File: src/rtl/param_table_streamer.sv
// param_table_streamer: streams a compile-time constant table over a valid/ready
// interface with index tag and last flag, for run-time build verification.
module param_table_streamer #(
  parameter int N_PARAMS = 8,
  parameter int DATA_WIDTH = 32,
  parameter int INDEX_WIDTH = $clog2(N_PARAMS) + 1,
  parameter logic [N_PARAMS*DATA_WIDTH-1:0] PARAM_VALUES = '0
) (
  input  logic                   clock,
  input  logic                   reset,
  input  logic                   start,
  input  logic [INDEX_WIDTH-1:0] start_index,
  input  logic                   single,
  input  logic                   abort,
  output logic                   busy,
  output logic                   index_error,
  output logic [DATA_WIDTH-1:0]  out_data,
  output logic [INDEX_WIDTH-1:0] out_dest,
  output logic                   out_valid,
  input  logic                   out_ready,
  output logic                   out_last,
  output logic [INDEX_WIDTH-1:0] words_sent
);
  localparam int AW = N_PARAMS > 1 ? $clog2(N_PARAMS) : 1;
  localparam logic [INDEX_WIDTH-1:0] N_IDX = INDEX_WIDTH'(N_PARAMS);
  localparam logic [INDEX_WIDTH-1:0] LAST_IDX = INDEX_WIDTH'(N_PARAMS - 1);
  typedef enum logic {IDLE, SEND} state_t;
  state_t state, state_n;
  logic [INDEX_WIDTH-1:0] idx, idx_n, ws_n;
  logic single_q, single_n, err_n, send;
  logic [DATA_WIDTH-1:0] tbl [2**AW];
  // Power-of-two padded table so the index slice never reads outside it
  for (genvar i = 0; i < 2**AW; i++) begin : g_tbl
    if (i < N_PARAMS) begin : g_val
      assign tbl[i] = PARAM_VALUES[i*DATA_WIDTH +: DATA_WIDTH];
    end else begin : g_pad
      assign tbl[i] = '0;
    end
  end
  assign send = state == SEND;
  assign busy = send;
  assign out_valid = send;
  assign out_data = send ? tbl[idx[AW-1:0]] : '0;
  assign out_dest = send ? idx : '0;
  assign out_last = send && (single_q || idx == LAST_IDX);
  always_comb begin
    state_n = state;
    idx_n = idx;
    single_n = single_q;
    ws_n = words_sent;
    err_n = 1'b0;
    if (!send) begin
      if (start) begin
        err_n = start_index >= N_IDX;
        if (start_index < N_IDX) begin
          idx_n = start_index;
          single_n = single;
          ws_n = '0;
          state_n = SEND;
        end
      end
    end else begin
      if (out_ready) begin
        ws_n = words_sent + 1'b1;
        idx_n = out_last ? idx : idx + 1'b1;
        state_n = out_last ? IDLE : SEND;
      end
      if (abort) state_n = IDLE;
    end
  end
  always_ff @(posedge clock or negedge reset) begin
    if (!reset) begin
      state <= IDLE;
      idx <= '0;
      single_q <= 1'b0;
      words_sent <= '0;
      index_error <= 1'b0;
    end else begin
      state <= state_n;
      idx <= idx_n;
      single_q <= single_n;
      words_sent <= ws_n;
      index_error <= err_n;
    end
  end
endmodule

File: config.mk
export PLATFORM = sky130hd
export DESIGN_NAME = param_table_streamer
export DESIGN_NICKNAME = d
export VERILOG_FILES = /design/src/rtl/param_table_streamer.sv
export SDC_FILE = /design/constraint.sdc
export NUM_CORES = 1
export LEC_CHECK = 0
export CAP_MARGIN = 15
export CORE_UTILIZATION = 38
export CTS_CLUSTER_DIAMETER = 50
export DETAILED_ROUTE_END_ITERATION = 7
export HOLD_SLACK_MARGIN = 0.12
export PLACE_DENSITY = 0.87
export SLEW_MARGIN = 10
export SYNTH_ARGS = -nofsm -noshare
export SYNTH_HDL_FRONTEND = slang
export SYNTH_SLANG_ARGS = --single-unit
File: constraint.sdc
create_clock -name clock -period 2.2 [get_ports clock]
set_clock_uncertainty 0.2 [all_clocks]
set_input_delay 0.33 -clock clock [delete_from_list [all_inputs] [get_ports clock]]
set_output_delay 0.33 -clock clock [all_outputs]
set_load 0.005 [all_outputs]
==> flow_summary.html <==
<table>
<tr><th>Metric</th><th>Value</th></tr>
<tr><th colspan="2">Die</th></tr>
<tr><td>Die area</td><td>2670 um2</td></tr>
<tr><td>Initial Utilization</td><td>41.1%</td></tr>
<tr><td>Standard-cell rows</td><td>17</td></tr>
<tr><td>Count of boundary I/O pins</td><td>54</td></tr>
<tr><td>Core outline area</td><td>2280 um2</td></tr>
<tr><td>Die width</td><td>51.6 um</td></tr>
<tr><td>DIE HEIGHT</td><td>51.6 um</td></tr>
<tr><th colspan="2">Power and ir drop</th></tr>
<tr><td>Switching share of total power</td><td>34.8%</td></tr>
<tr><td>Internal power</td><td>0.521 mW</td></tr>
<tr><td>Net Switching</td><td>0.279 mW</td></tr>
<tr><td>Register share of total power</td><td>39.7%</td></tr>
<tr><td>Combinational fraction of design power</td><td>43.3%</td></tr>
<tr><td>Leak Pwr</td><td>0.511 nW</td></tr>
<tr><td>Relative contribution of the clock network to total power</td><td>17.0%</td></tr>
<tr><td>Peak ir drop on the vdd network</td><td>0.000454 V</td></tr>
<tr><td>Power per standard cell area</td><td>735 nW/um2</td></tr>
<tr><th colspan="2">Logic synthesis</th></tr>
<tr><td>Synthesized cell area</td><td>936 um2</td></tr>
<tr><td>Most frequently used cell type in the post-synthesis netlist</td><td>sky130_fd_sc_hd__buf_4</td></tr>
<tr><td>Post-synthesis sequential element count</td><td>11</td></tr>
<tr><td>Cell types occupying the most area after synthesis</td><td>sky130_fd_sc_hd__dfrtp_1 29%, sky130_fd_sc_hd__buf_4 28%, sky130_fd_sc_hd__mux2i_1 5.3%</td></tr>
<tr><td>Number of warning messages in the yosys log</td><td>0</td></tr>
<tr><td>Most area-hungry cell type in the Yosys netlist</td><td>sky130_fd_sc_hd__dfrtp_1</td></tr>
<tr><td>Post-synthesis instance total</td><td>103</td></tr>
<tr><td>Count of cell types in the netlist</td><td>26</td></tr>
<tr><td>Main flop type after synthesis</td><td>sky130_fd_sc_hd__dfrtp_1</td></tr>
<tr><td>Post-synth top cells</td><td>35 x sky130_fd_sc_hd__buf_4, 11 x sky130_fd_sc_hd__dfrtp_1, 11 x sky130_fd_sc_hd__nand2_1</td></tr>
<tr><td>Async set-or-reset flop fraction in the synthesized netlist</td><td>100%</td></tr>
<tr><td>Count of flip-flops with a built-in enable after synthesis</td><td>0</td></tr>
<tr><td>Proportion of netlist area held by the largest area contributor</td><td>29.4%</td></tr>
<tr><td>Register area share after synthesis</td><td>29.4%</td></tr>
<tr><td>Mean post-synth cell area</td><td>9.09 um2</td></tr>
<tr><th colspan="2">Setup path</th></tr>
<tr><td>Delay of the slowest critical-path stage</td><td>520 ps</td></tr>
<tr><td>Critical path endpoint category</td><td>output port</td></tr>
<tr><td>Worst EP required</td><td>1670 ps</td></tr>
<tr><td>Slowest cell on the critical path</td><td>sky130_fd_sc_hd__clkdlybuf4s50_1</td></tr>
<tr><td>Logic depth of the worst register-to-register path</td><td>4</td></tr>
<tr><td>CP Cell Sequence</td><td>ha_2, nand2_1, o21ai_1, clkdlybuf4s50_1</td></tr>
<tr><td>Critical path fanouts, max</td><td>4</td></tr>
<tr><td>Critical path's top delay family</td><td>buffers and inverters</td></tr>
<tr><td>Critical path start-end classification</td><td>flop to output port</td></tr>
<tr><td>Logic depth of the worst setup path including buffers</td><td>4</td></tr>
<tr><td>Data arrival time of the worst path</td><td>1620 ps</td></tr>
<tr><td>Startpoint class of the critical path</td><td>flop</td></tr>
<tr><td>Worst Path Buf+Inv</td><td>1</td></tr>
<tr><th colspan="2">Layout</th></tr>
<tr><td>Area growth from synthesis to final layout</td><td>16.3%</td></tr>
<tr><td>Final non-filler cell total</td><td>154</td></tr>
<tr><td>Number of nets in the layout</td><td>139</td></tr>
<tr><td>Share of final-layout standard cells stronger than drive strength 1</td><td>7.94%</td></tr>
<tr><td>Ant. Diodes</td><td>0</td></tr>
<tr><th colspan="2">Job</th></tr>
<tr><td>Maxcap violations</td><td>0</td></tr>
<tr><th colspan="2">Timing</th></tr>
<tr><td>RSZ-0062 raised after global routing</td><td>false</td></tr>
<tr><td>Maximum clock frequency</td><td>466 MHz</td></tr>
<tr><td>Pins Over Slew Limit</td><td>0</td></tr>
<tr><td>Setup-violating endpoint count in the final report</td><td>0</td></tr>
<tr><td>Setup Total Neg Slack</td><td>0 ps</td></tr>
<tr><td>Share of the cycle needed by the critical path after routing</td><td>97.5%</td></tr>
<tr><td>Max_slew headroom</td><td>65.8%</td></tr>
<tr><td>Slew at the pin closest to its max-slew limit</td><td>512 ps</td></tr>
<tr><td>Shortest period the worst path allows</td><td>2150 ps</td></tr>
<tr><td>Final Hold Violating Endpoints</td><td>0</td></tr>
<tr><th colspan="2">GRT</th></tr>
<tr><td>Pin count of the biggest net entering global routing</td><td>16</td></tr>
<tr><td>Global-route total usage across every layer</td><td>13.2%</td></tr>
<tr><td>Number of global-route vias before repair</td><td>573</td></tr>
<tr><td>Antenna violations before repair</td><td>0</td></tr>
<tr><td>Global route total overflow</td><td>0</td></tr>
<tr><td>Global-route wire length before repair</td><td>2530 um</td></tr>
<tr><th colspan="2">Routing</th></tr>
<tr><td>Routed Wire Length</td><td>1610 um</td></tr>
<tr><td>Post-DRT Antenna Nets</td><td>0</td></tr>
<tr><td>DRC marker count from the first detailed-route iteration</td><td>8</td></tr>
<tr><td>Total via count after detailed routing</td><td>678</td></tr>
<tr><td>Average wire per cell in the routed design</td><td>10.4 um</td></tr>
<tr><td>Drt drc</td><td>0</td></tr>
<tr><td>Vias per cell</td><td>4.40</td></tr>
<tr><td>First-pass iteration count of the detailed router</td><td>4</td></tr>
<tr><th colspan="2">Place</th></tr>
<tr><td>Placed wire-length estimate after detailed placement</td><td>1220 um</td></tr>
<tr><td>Dpl cells</td><td>148</td></tr>
<tr><td>Final Wtd Congestion</td><td>0.783</td></tr>
<tr><td>I/O Buffers</td><td>21</td></tr>
<tr><th colspan="2">CTS</th></tr>
<tr><td>Max clock buf depth</td><td>2</td></tr>
<tr><td>Number of buffers added by the clock tree synthesis step</td><td>3</td></tr>
<tr><td>Cell at the root of the clock tree</td><td>sky130_fd_sc_hd__clkbuf_4</td></tr>
<tr><td>Worst-skew pair later-pin latency</td><td>270 ps</td></tr>
<tr><td>TritonCTS clock tree</td><td>done</td></tr>
<tr><td>Hold-fix buffers at CTS</td><td>0</td></tr>
<tr><td>Clock slew at reported path FFs</td><td>70 ps</td></tr>
<tr><td>Level count of the clock H-tree</td><td>1</td></tr>
<tr><td>Sink count of the clock tree</td><td>11</td></tr>
<tr><th colspan="2">Run status</th></tr>
<tr><td>Result of the run</td><td>complete, no violations</td></tr>
<tr><th colspan="2">Min path</th></tr>
<tr><td>Class of the tightest hold or removal check</td><td>primary input to async pin</td></tr>
</table>
[cell families (layout without fill, tap and decap cells)]
| family | count (synthesis) | in the layout | share of synthesized area [%] |
|---|---|---|---|
| xor+xnor | 3 | 3 | 2.81 |
| flops | 11 | 11 | 29.4 |
| fa+ha+maj | 2 | 2 | 2.67 |
| buf+inv | 38 | 30 | 29.5 |
| other cells | 1 | 32 | 0.401 |
| simple gates | 28 | 28 | 17.4 |
| mux | 9 | 9 | 10.2 |
| compound gates | 11 | 11 | 7.62 |
[metrics by stage]
step | instance area [um2] | worst slack (ps) | hold slack, ps | total power, mW | utilization (%)
after floorplan | 1050 | 625 | -166 | 0.534 | -
after global placement | 1040 | 249 | 337 | 0.617 | 45.7
after detailed placement | 1040 | 221 | 356 | 0.633 | 45.7
after CTS | 1080 | 12.2 | 210 | 0.807 | 47.7
after global routing | 1090 | 3.62 | 235 | 0.869 | 47.8
final | 1090 | 54.7 | 199 | 0.800 | 47.8
[flip-flops by register name, summed over array words and instances, names as in the netlist]
signal and count:
idx 4, words_sent 4, busy 1, single_q 1, index_error 1
[area by class of cell]
class | instances | area (um2)
clock buffer | 4 | 26.3
fill | 239 | 1190
inverter | 1 | 3.75
multi-input combinational | 85 | 503
sequential | 11 | 277
tap | 28 | 35.0
timing repair buffer | 25 | 244
[power by group through the flow]
stage          Clock, mW  Sequential (mW)  Combinational [mW]
2_1_floorplan          0            0.312               0.222
3_3_place_gp           0            0.325               0.291
3_5_place_dp           0            0.330               0.303
4_1_cts            0.144            0.318               0.345
5_1_grt            0.155            0.327               0.388
6_report           0.136            0.317               0.346
[layout by cell type (no fill, tap or decap), types with 2 or more instances in the layout]
cell type | netlist | routed
sky130_fd_sc_hd__and2_1 | 5 | 5
sky130_fd_sc_hd__and3b_1 | 3 | 3
sky130_fd_sc_hd__buf_4 | 35 | 3
sky130_fd_sc_hd__clkbuf_4 | 0 | 3
sky130_fd_sc_hd__clkdlybuf4s50_1 | 0 | 21
sky130_fd_sc_hd__conb_1 | 1 | 32
sky130_fd_sc_hd__dfrtp_1 | 11 | 10
sky130_fd_sc_hd__mux2_1 | 4 | 4
sky130_fd_sc_hd__mux2i_1 | 5 | 5
sky130_fd_sc_hd__nand2_1 | 11 | 11
sky130_fd_sc_hd__nand2b_1 | 3 | 3
sky130_fd_sc_hd__o211ai_1 | 2 | 2
sky130_fd_sc_hd__o21ai_0 | 3 | 2
sky130_fd_sc_hd__o21ai_1 | 2 | 3
sky130_fd_sc_hd__xor2_1 | 3 | 3
[layer usage]
metal | vias up | global-route usage, % | wire, um
li1 | 328 | - | -
met1 | 319 | 15.3 | 696
met2 | 31 | 21.9 | 789
met3 | 0 | 6.43 | 122
met4 | 0 | 2.70 | 0
met5 | - | 0 | 0
[repair_timing]
item / in CTS / in global routing
resized for setup: 2 / 2
setup endpoints to repair: 2 / 2
setup buffers: 2 / 0
cloned: 0 / 0
[path summary, 6_finish.rpt]
kind                               start       endpoint  slack (ps)
min in group clock         words_sent[3]  words_sent[3]         360
setup reg to reg                    busy         idx[1]         460
hold / removal                     reset  words_sent[3]         200
max in group asynchronous          reset           busy        1230
hold reg to reg            words_sent[3]  words_sent[3]         360
setup / recovery                  idx[0]       out_last          50
No activity file was read; power rests on OpenSTA's default activity.
